File: src/rtl/sub_scan_ctrl_pkg.sv
// rtl/sub_scan_ctrl_pkg.sv - shared constants and types for the subtractor display
package sub_disp_pkg;

    localparam logic [7:0] SEG_BLANK = 8'hFF;
    localparam logic [7:0] SEG_MINUS = 8'hBF;
    localparam int         SLOT_W    = 2;

    typedef enum logic [1:0] {
        IDLE,
        CAPT,
        WAIT
    } state_t;

endpackage

File: src/rtl/sub_scan_ctrl_if.sv
// rtl/sub_scan_ctrl_if.sv - operand/load and digit-pin bundle for sub_scan_ctrl
interface sub_scan_ctrl_if;

    logic [2:0] a;
    logic [2:0] b;
    logic       load;
    logic       busy;
    logic [7:0] seg;
    logic [3:0] an;

    modport master (output a, output b, output load, input busy, input seg, input an);
    modport slave  (input a, input b, input load, output busy, output seg, output an);

endinterface

File: src/rtl/sub_scan_ctrl_seg7_hex_dec.sv
// rtl/sub_scan_ctrl_seg7_hex_dec.sv - hex nibble to active-low 7-segment pattern, dp off
module seg7_hex_dec (
    input  logic [3:0] hex,
    output logic [7:0] seg
);

    always_comb begin
        seg = 8'hFF;
        case (hex)
            4'h0: seg = 8'hC0;
            4'h1: seg = 8'hF9;
            4'h2: seg = 8'hA4;
            4'h3: seg = 8'hB0;
            4'h4: seg = 8'h99;
            4'h5: seg = 8'h92;
            4'h6: seg = 8'h82;
            4'h7: seg = 8'hF8;
            4'h8: seg = 8'h80;
            4'h9: seg = 8'h90;
            4'hA: seg = 8'h88;
            4'hB: seg = 8'h83;
            4'hC: seg = 8'hC6;
            4'hD: seg = 8'hA1;
            4'hE: seg = 8'h86;
            4'hF: seg = 8'h8E;
            default: seg = 8'hFF;
        endcase
    end

endmodule

File: src/rtl/sub_scan_ctrl.sv
// rtl/sub_scan_ctrl.sv - captures a/b, computes a-b, scans a, b, sign and magnitude on four digits
module sub_scan_ctrl #(
    parameter int SCAN_DIV  = 50000,
    parameter int BLANK_CYC = 16
) (
    input  logic           clk,
    input  logic           rst,
    sub_scan_ctrl_if.slave io
);

    import sub_disp_pkg::*;

    localparam int DIV_W = (SCAN_DIV > 1) ? $clog2(SCAN_DIV) : 1;

    logic [DIV_W-1:0]  div;
    logic [SLOT_W-1:0] slot;
    logic              tc;

    state_t state, state_nx;
    logic   accept, capt, commit;

    logic [2:0] a_r, b_r;
    logic [3:0] diff;
    logic       pend_neg;
    logic [2:0] pend_mag;

    logic       sh_valid, sh_neg;
    logic [2:0] sh_a, sh_b, sh_mag;

    logic [3:0] dig;
    logic [7:0] dig_seg, seg_nx, seg_q;
    logic [3:0] an_nx, an_q;

    assign tc   = (div == DIV_W'(SCAN_DIV - 1));
    assign diff = {1'b0, a_r} - {1'b0, b_r};

    always_ff @(posedge clk) begin
        if (rst) state <= IDLE;
        else     state <= state_nx;
    end

    // A commit point seen while still in CAPT is simply missed; WAIT catches the next frame.
    always_comb begin
        state_nx = state;
        accept   = 1'b0;
        capt     = 1'b0;
        commit   = 1'b0;
        case (state)
            IDLE: if (io.load) begin
                accept   = 1'b1;
                state_nx = CAPT;
            end
            CAPT: begin
                capt     = 1'b1;
                state_nx = WAIT;
            end
            WAIT: if (tc && slot == SLOT_W'(3)) begin
                commit   = 1'b1;
                state_nx = IDLE;
            end
            default: state_nx = IDLE;
        endcase
    end

    always_ff @(posedge clk) begin
        if (rst) begin
            div      <= '0;
            slot     <= '0;
            a_r      <= '0;
            b_r      <= '0;
            pend_neg <= 1'b0;
            pend_mag <= '0;
            sh_valid <= 1'b0;
            sh_neg   <= 1'b0;
            sh_a     <= '0;
            sh_b     <= '0;
            sh_mag   <= '0;
            seg_q    <= SEG_BLANK;
            an_q     <= 4'b1111;
        end else begin
            div   <= tc ? '0 : div + 1'b1;
            slot  <= tc ? slot + 1'b1 : slot;
            seg_q <= seg_nx;
            an_q  <= an_nx;
            if (accept) begin
                a_r <= io.a;
                b_r <= io.b;
            end
            if (capt) begin
                pend_neg <= diff[3];
                pend_mag <= diff[3] ? (~diff[2:0] + 3'd1) : diff[2:0];
            end
            // a_r/b_r are frozen until the next accept, so they double as pending operands.
            if (commit) begin
                sh_valid <= 1'b1;
                sh_neg   <= pend_neg;
                sh_mag   <= pend_mag;
                sh_a     <= a_r;
                sh_b     <= b_r;
            end
        end
    end

    always_comb begin
        dig = 4'h0;
        case (slot)
            2'd0: dig = {1'b0, sh_mag};
            2'd2: dig = {1'b0, sh_b};
            2'd3: dig = {1'b0, sh_a};
            default: dig = 4'h0;
        endcase
    end

    seg7_hex_dec u_dec (
        .hex (dig),
        .seg (dig_seg)
    );

    always_comb begin
        seg_nx = dig_seg;
        if (!sh_valid)
            seg_nx = SEG_BLANK;
        else if (slot == SLOT_W'(1))
            seg_nx = sh_neg ? SEG_MINUS : SEG_BLANK;
        an_nx = (div < DIV_W'(BLANK_CYC)) ? 4'b1111 : ~(4'b0001 << slot);
    end

    assign io.seg  = seg_q;
    assign io.an   = an_q;
    assign io.busy = (state != IDLE);

endmodule

File: src/flat_wrapper.sv
// flat-port wrapper written by rule: the top's interface ports become plain ports
module sub_scan_ctrl_flat import sub_disp_pkg::*;
#(
    parameter int SCAN_DIV  = 50000,
    parameter int BLANK_CYC = 16
)
  (clk, rst, io_a, io_b, io_load, io_busy, io_seg, io_an);
  sub_scan_ctrl_if io_i ();
  input  logic clk;
  input  logic rst;
  input wire logic [$bits(io_i.a)-1:0] io_a;
  input wire logic [$bits(io_i.b)-1:0] io_b;
  input wire logic [$bits(io_i.load)-1:0] io_load;
  output wire logic [$bits(io_i.busy)-1:0] io_busy;
  output wire logic [$bits(io_i.seg)-1:0] io_seg;
  output wire logic [$bits(io_i.an)-1:0] io_an;
  assign io_i.a = io_a;
  assign io_i.b = io_b;
  assign io_i.load = io_load;
  assign io_busy = io_i.busy;
  assign io_seg = io_i.seg;
  assign io_an = io_i.an;
  sub_scan_ctrl #(.SCAN_DIV(SCAN_DIV), .BLANK_CYC(BLANK_CYC)) u_core (.clk(clk), .rst(rst), .io(io_i));
endmodule
File: config.mk
export PLATFORM = sky130hd
export DESIGN_NAME = sub_scan_ctrl_flat
export DESIGN_NICKNAME = d
export VERILOG_FILES = /design/src/rtl/sub_scan_ctrl_pkg.sv /design/src/rtl/sub_scan_ctrl_if.sv /design/src/rtl/sub_scan_ctrl_seg7_hex_dec.sv /design/src/rtl/sub_scan_ctrl.sv /design/src/flat_wrapper.sv
export SDC_FILE = /design/constraint.sdc
export NUM_CORES = 1
export LEC_CHECK = 0
export ABC_CLOCK_PERIOD_IN_PS = 5550
export CAP_MARGIN = 20
export CORE_ASPECT_RATIO = 1.1
export CORE_MARGIN = 2
export CORE_UTILIZATION = 50
export DETAILED_ROUTE_END_ITERATION = 12
export GPL_TIMING_DRIVEN = 0
export PLACE_DENSITY_LB_ADDON = 0.2
export REMOVE_ABC_BUFFERS = 1
export SYNTH_ARGS = -nofsm -noshare
export SYNTH_HDL_FRONTEND = slang
export SYNTH_SLANG_ARGS = --single-unit
File: constraint.sdc
create_clock -name clk -period 5.55 [get_ports clk]
set_input_delay 1.11 -clock clk [delete_from_list [all_inputs] [get_ports clk]]
set_output_delay 1.11 -clock clk [all_outputs]
set_load 0.03 [all_outputs]
# After elaboration in Yosys (flattened, before gate mapping)

Memory sizes are Yosys's and may differ from the RTL's.
Index checks and enable logic that the tools add are counted.

Register bits after elaboration: 53
Input bits: 9
Bits in read-only memories: 112
Logic and storage cells: 52
Memories kept: 1
Output and inout bits: 13

Memories:

| memory           | depth | width | read ports | clocked after memory_dff | write ports | line                            | RTL |
|---|---|---|---|---|---|---|---|
| (name not given) | 16    | 7     | 1          | 0                        | 0           | sub_scan_ctrl_seg7_hex_dec.sv:9 | `case (hex)` |

Muxes and demuxes: 12
$lt $le $gt $ge: 1
Reduce and logical (&&, ||, !) cells: 8
Add/sub/neg operators: 4
Shift-type cells: 1
Bitwise gates (word level): 3
Equal/unequal tests: 8

Operators with widths:

| cell                    | number |
|---|---|
| $add A16 B1 Y16 const B | 1 |
| $eq A16 B16 Y1 const B  | 1 |
| $lt A16 B5 Y1 const B   | 1 |
| $pmux W3 S3             | 1 |
| $mux W8                 | 1 |
| $mux W7                 | 1 |
| $eq A2 B2 Y1 const B    | 3 |
| $pmux W2 S3             | 1 |
| $reduce_or A2 Y1        | 3 |
| $mux W1                 | 5 |
| $eq A2 B1 Y1 const B    | 2 |
| $logic_not A2 Y1        | 2 |
| $mux W2                 | 2 |
| $not A4 Y4              | 1 |
| $shl A1 B2 Y4 const A   | 1 |
| $sub A3 B3 Y4           | 1 |
| $add A3 B1 Y3 const B   | 1 |
| $mux W3                 | 1 |
| $not A3 Y3              | 1 |
| $add A2 B1 Y2 const B   | 1 |
| $ne A2 B1 Y1 const B    | 1 |
| $ne A2 B2 Y1 const B    | 1 |
| $reduce_and A2 Y1       | 1 |
| $reduce_bool A2 Y1      | 1 |
| 2 further kinds         | 2 |

# Logic depth before layout (Yosys ltp)

Gate-level depths: netlist of the first run.

Depth in word-level cells: 4
Gate-level depth with buffers: 8
Depth with buffers taken out: 8

# By module

Synthesis of the first run repeated with hierarchy kept, for this count alone.

Cells, all modules: 281
Area total of the unflattened synthesis: 2653.8 sq um

Modules (own cells, without submodules):

| module        | area each (sq um) | cells each | instances |
|---|---|---|---|
| sub_scan_ctrl | 2381.0            | 248        | 1 |
| seg7_hex_dec  | 272.8             | 33         | 1 |

# Least setup slack after synthesis of the first run

OpenSTA, ideal clock, no wires.

Kind: reg-to-reg
Start point: register u_core.a_r[0]
End point: register u_core.pend_mag[2]
Clock period less this slack: 2.068 ns
Stages on the path, launching flop included: 7
Setup time: 0.091 ns
Setup slack: 3.482 ns
Data required time: 5.459 ns
Data arrival time: 1.977 ns
Path through: dfxtp_1 -> inv_1 -> ha_1 -> fa_1 -> ha_1 -> or4_1 -> a311oi_1

Cells in the longest elaborated chain, start to end: 4

Ends and longest elaborated chain:

| what                     | line                | RTL |
|---|---|---|
| start: declaration       | sub_scan_ctrl.sv:22 | `logic [2:0] a_r, b_r;` |
| start signal: assignment | sub_scan_ctrl.sv:86 | `a_r <= io.a;` |
| $sub A3 B3 Y4 *          | sub_scan_ctrl.sv:35 | `assign diff = {1'b0, a_r} - {1'b0, b_r};` |
| $not A3 Y3               | sub_scan_ctrl.sv:91 | `pend_mag <= diff[3] ? (~diff[2:0] + 3'd1) : diff[2:0];` |
| $add A3 B1 Y3            | sub_scan_ctrl.sv:91 |  |
| $mux W3 *                | sub_scan_ctrl.sv:91 |  |
| end signal: assignment   | sub_scan_ctrl.sv:91 |  |
| end: declaration         | sub_scan_ctrl.sv:25 | `logic [2:0] pend_mag;` |

Every way passes the cells marked *; elsewhere a longest branch is shown, timed or not.
A chain may end at the register's enable or synchronous reset.

# Worst setup path in the final report of the first run

Start point: register u_core.state[1]
End point: output port io_busy

Cells in the longest elaborated chain, start to end: 1

Ends and longest elaborated chain:

| what                     | line                 | RTL |
|---|---|---|
| start: declaration       | sub_scan_ctrl.sv:19  | `state_t state, state_nx;` |
| start signal: assignment | sub_scan_ctrl.sv:39  | `else state <= state_nx;` |
| $reduce_bool A2 Y1       | sub_scan_ctrl.sv:130 | `assign io.busy = (state != IDLE);` |
| end: declaration         | flat_wrapper.sv:14   | `output wire logic [$bits(io_i.busy)-1:0] io_busy;` |

Every way passes these cells.

==> flow_metrics.py, run 1 <==
metrics = {
    "yosys": {
        "ys_seq_elements": 52,
        "netlist_top_cells_area": "dfxtp_1 43%, ha_1 7.3%, nor2_1 5.8%",
        "seq_area_frac_synth_pct": 43.36,
        "ys_async_sr_fraction_pct": 0,
        "synth_cell_types": 44,
        "yosysWarningCount": 0,
        "synth_top_area_cell": "dfxtp_1",
        "syn_area_per_cell_um2": 9.235,
        "synth_cells": 260,
        "syn_area_um2": 2401,
        "synth_edf_count": 0,
        "synth-main-ff-cell": "dfxtp_1",
        "yosys.area.top_type_share_pct": 43.36,
    },
    "clock_tree": {
        "cts.clk_slew.worst_paths_ns": 0.08,
        "ctsResizeCount": 0,
        "clkLatencyLatePin_ns": 0.30,
        "clock_path_buffers": 2,
        "ctsHoldBuffers": 0,
        "post_cts_buffers": 0,
        "cts_tree": "done",
        "cts_buffers": 5,
        "cts.sinks": 52,
        "cts_max_level": 2,
        "cts_root_buf": "clkbuf_8",
    },
    "min_path": {
        "min_path_type": "reg2reg",
        "min_from": "u_core.div[0]",
        "hold_end": "u_core.div[0]",
        "hold_path_depth": 1,
    },
    "layout": {
        "design_area_um2": 2726,
        "area_delta_synth_final_pct": 13.55,
        "nets": 301,
        "seq_area_um2": 1041,
        "n_fill_cell": 424,
        "final_util_pct": 59.02,
        "final_cells": 334,
        "multi_input_area_um2": 1226,
        "drive_gt1_share_pct": 5.755,
        "n_antenna_cell": 0,
    },
    "grt": {
        "grt-ovfl-total": 0,
        "grt_max_degree": 32,
        "grt_use_total_pct": 16.29,
        "grt_pass1_vias": 1590,
        "antenna_found_initial": 0,
        "grt_first_pass_wirelength_um": 7086,
    },
    "drt": {
        "drc_errors": 0,
        "ant_nets": 0,
        "vias": 1733,
        "wl_per_cell_um": 12.11,
        "drt_pass1_iterations": 4,
        "drt_iter0_markers": 67,
        "wl_um": 4045,
        "viasPerCell": 5.189,
    },
    "die": {
        "core_area_um2": 4619,
        "io_pins": 22,
        "die_w_um": 70.07,
        "num_rows": 26,
        "die_h_um": 76.68,
        "die-area_um2": 5373,
        "start_util_pct": 51.98,
    },
    "worst_setup_path": {
        "r2r_cells": 6,
        "rr_endpoint": "u_core.pend_mag[2]",
        "path_cells": "or2_2 > clkdlybuf4s50_1",
        "crit_path_end_kind": "output port",
        "critPathMaxFanout": 4,
        "crit_buf_inv": 1,
        "crit_slowest_cell": "clkdlybuf4s50_1",
        "start_kind": "flip-flop",
        "critical-path-max-stage-delay_ns": 0.59,
        "r2r_start": "u_core.a_r[0]",
        "cp.arrival_ns": 1.51,
        "worstSetupPathType": "reg2out",
        "worstPathRequired_ns": 4.44,
        "r2r_slack_ns": 3.38,
        "cp_top_family": "buffers and inverters",
    },
    "power": {
        "p_sw_share_pct": 23.19,
        "p_per_area_nw_per_um2": 245.5,
        "p_switching_uw": 155.2,
        "clkPwrFrac_pct": 32.8,
        "leakage_uw": 0.0009879,
        "share_comb_of_total_power_pct": 9.3,
        "irDropWorstVdd_uv": 119.2,
        "seq_power_share_pct": 57.9,
        "internal-power_uw": 514.2,
    },
    "placement": {
        "dp.cells": 326,
        "place_congestion": 0.8435,
        "port_buffers": 20,
        "place_ws_ns": 2.614,
        "placed_area_um2": 2636,
        "dpl.hpwl_um": 3003,
    },
    "sta": {
        "rsz0062_at_grt": "no",
        "worst_slew_pin_slew_ns": 0.9666,
        "timing.final.crit_share_pct": 47.26,
        "fmax_ghz": 0.3812,
        "slew_violations": 0,
        "setup_violations": 0,
        "fin_ws_ns": 2.927,
        "setup_tns_ns": 0,
        "skew_ns": 0.008816,
        "max_slew_margin_pct": 35.56,
        "finalHoldViolCount": 0,
        "period_needed_ns": 2.623,
    },
    "run": {
        "max_cap_violations": 0,
    },
    "status": {
        "status": "finished clean",
    },
}
==> flip-flops by register name, indices dropped and copies added (netlist names) <==
signal and cells:
u_core.sh_valid 1, u_core.sh_mag 3, u_core.io.seg 7, u_core.io.an 4
u_core.state 2, u_core.div 16, u_core.pend_mag 3, u_core.pend_neg 1
u_core.a_r 3, u_core.sh_a 3, u_core.b_r 3, u_core.slot 2
u_core.sh_b 3, u_core.sh_neg 1
==> routing by layer <==
metal | vias up | GRT usage [%] | part of all wire (%) | wire (µm)
met1 | 805 | 20.03 | 46 | 1850
met5 | - | 0 | 0 | 0
met2 | 19 | 28.29 | 51 | 2047
li1 | 903 | - | - | -
met3 | 6 | 3.154 | 2.2 | 90
met4 | 0 | 5.769 | 1.4 | 57
==> cell usage after synthesis (2+ instances only) <==
| library cell | number |
|---|---|
| nand2_1 | 11 |
| ha_1 | 14 |
| nand3_1 | 5 |
| nand2b_1 | 21 |
| a311oi_1 | 2 |
| or2_2 | 2 |
| o21ai_0 | 5 |
| nand4_1 | 6 |
| nor4_1 | 6 |
| clkbuf_1 | 7 |
| buf_4 | 2 |
| xor2_1 | 2 |
| dfxtp_1 | 52 |
| nor3_1 | 4 |
| inv_1 | 17 |
| a222oi_1 | 3 |
| nor2_1 | 37 |
| xnor2_1 | 13 |
| nor2b_1 | 4 |
| mux2i_1 | 13 |
| nand3b_1 | 2 |
| a21oi_1 | 9 |
| nor3b_1 | 2 |
==> how the worst max path moves through the flow <==
| stage | startpoint | to | slack (ns) | cells past startpoint |
|---|---|---|---|---|
| after floorplan | io_load | u_core.a_r[2] | 3.28 | 3 |
| after global placement | rst | u_core.io.seg[5] | 2.23 | 4 |
| final | u_core.state[1] | io_busy | 2.93 | 2 |
| after global routing | rst | u_core.io.seg[0] | 2.84 | 5 |
| after CTS | u_core.state[1] | io_busy | 2.91 | 2 |
| after detailed placement | rst | u_core.io.seg[0] | 2.61 | 5 |
==> area by class of cell <==
type | count | share of cell area (%)
multi-input combinational | 179 | 44.97
sequential | 52 | 38.18
timing repair buffer | 22 | 8.628
clock buffer | 8 | 3.304
tap | 56 | 2.570
inverter | 17 | 2.341
==> logic make-up (layout without fill, tap and decap cells) <==
logic type | after synthesis | count (layout) | synth area share (%)
xor+xnor | 15 | 15 | 5.472
buf+inv | 29 | 47 | 5.575
simple gates | 108 | 108 | 24.39
other cells | 1 | 1 | 0.1562
flops | 52 | 52 | 43.36
compound gates | 27 | 27 | 7.505
mux | 13 | 13 | 5.419
fa+ha+maj | 15 | 15 | 8.129
==> stage by stage <==
stage                     hold slack, ns  power [µW]
after floorplan                   0.4297       436.4
after global placement            0.4436       455.2
after detailed placement          0.4486       459.2
after CTS                         0.4694       677.8
after global routing              0.4844       701.4
final                             0.4632       669.4
==> power groups by stage <==
stage | Combinational, µW | Clock (µW) | Sequential (µW)
after floorplan | 41.9 | 0 | 394
after global placement | 59.0 | 0 | 396
after detailed placement | 62.6 | 0 | 397
after CTS | 62.7 | 227 | 388
after global routing | 70.4 | 242 | 389
final | 62.1 | 220 | 388
==> layout by cell type, fill, tap and decap left out, drive strengths merged, types with 2 or more instances in the layout <==
cell           netlist  final
or4                  2      2
mux2i               13     13
a21oi                9      9
xnor2               13     13
nor2                37     37
nand3                5      5
nor4                 7      7
clkdlybuf4s50        0     20
or2                  2      2
xor2                 2      2
nand4                6      6
ha                  14     14
clkbuf               7      8
nor3                 4      4
o21ai                5      5
nand2b              21     21
a222oi               3      3
a311oi               2      2
inv                 17     17
nand2               11     11
nor2b                4      4
buf                  5      2
nor3b                2      2
dfxtp               52     52
nand3b               2      2
(Power assumes the default switching activity.)
==> run 2: changes to the inputs <==
- ABC_CLOCK_PERIOD_IN_PS: 5550 -> 2400
- clock period: 5.55 -> 2.4 ns (I/O delays scaled with it)
==> results of run 2 <==
Same layout as run 1 (identical final DEF). Status: finished clean.
Main changes from that run: setup slack after placement 2.614 ns -> 0.09423 ns; clock-pin slew on the worst setup and hold paths 0.08 ns -> 0.09 ns; setup slack after layout 2.927 ns -> 0.2268 ns; start point of the critical path u_core.state[1] -> u_core.a_r[0]; end point of the critical path io_busy -> u_core.pend_mag[2]; register-to-register setup slack 3.38 ns -> 0.23 ns; total power 669.4 µW -> 1548 µW; worst IR drop on VDD 119.2 µV -> 275.8 µV
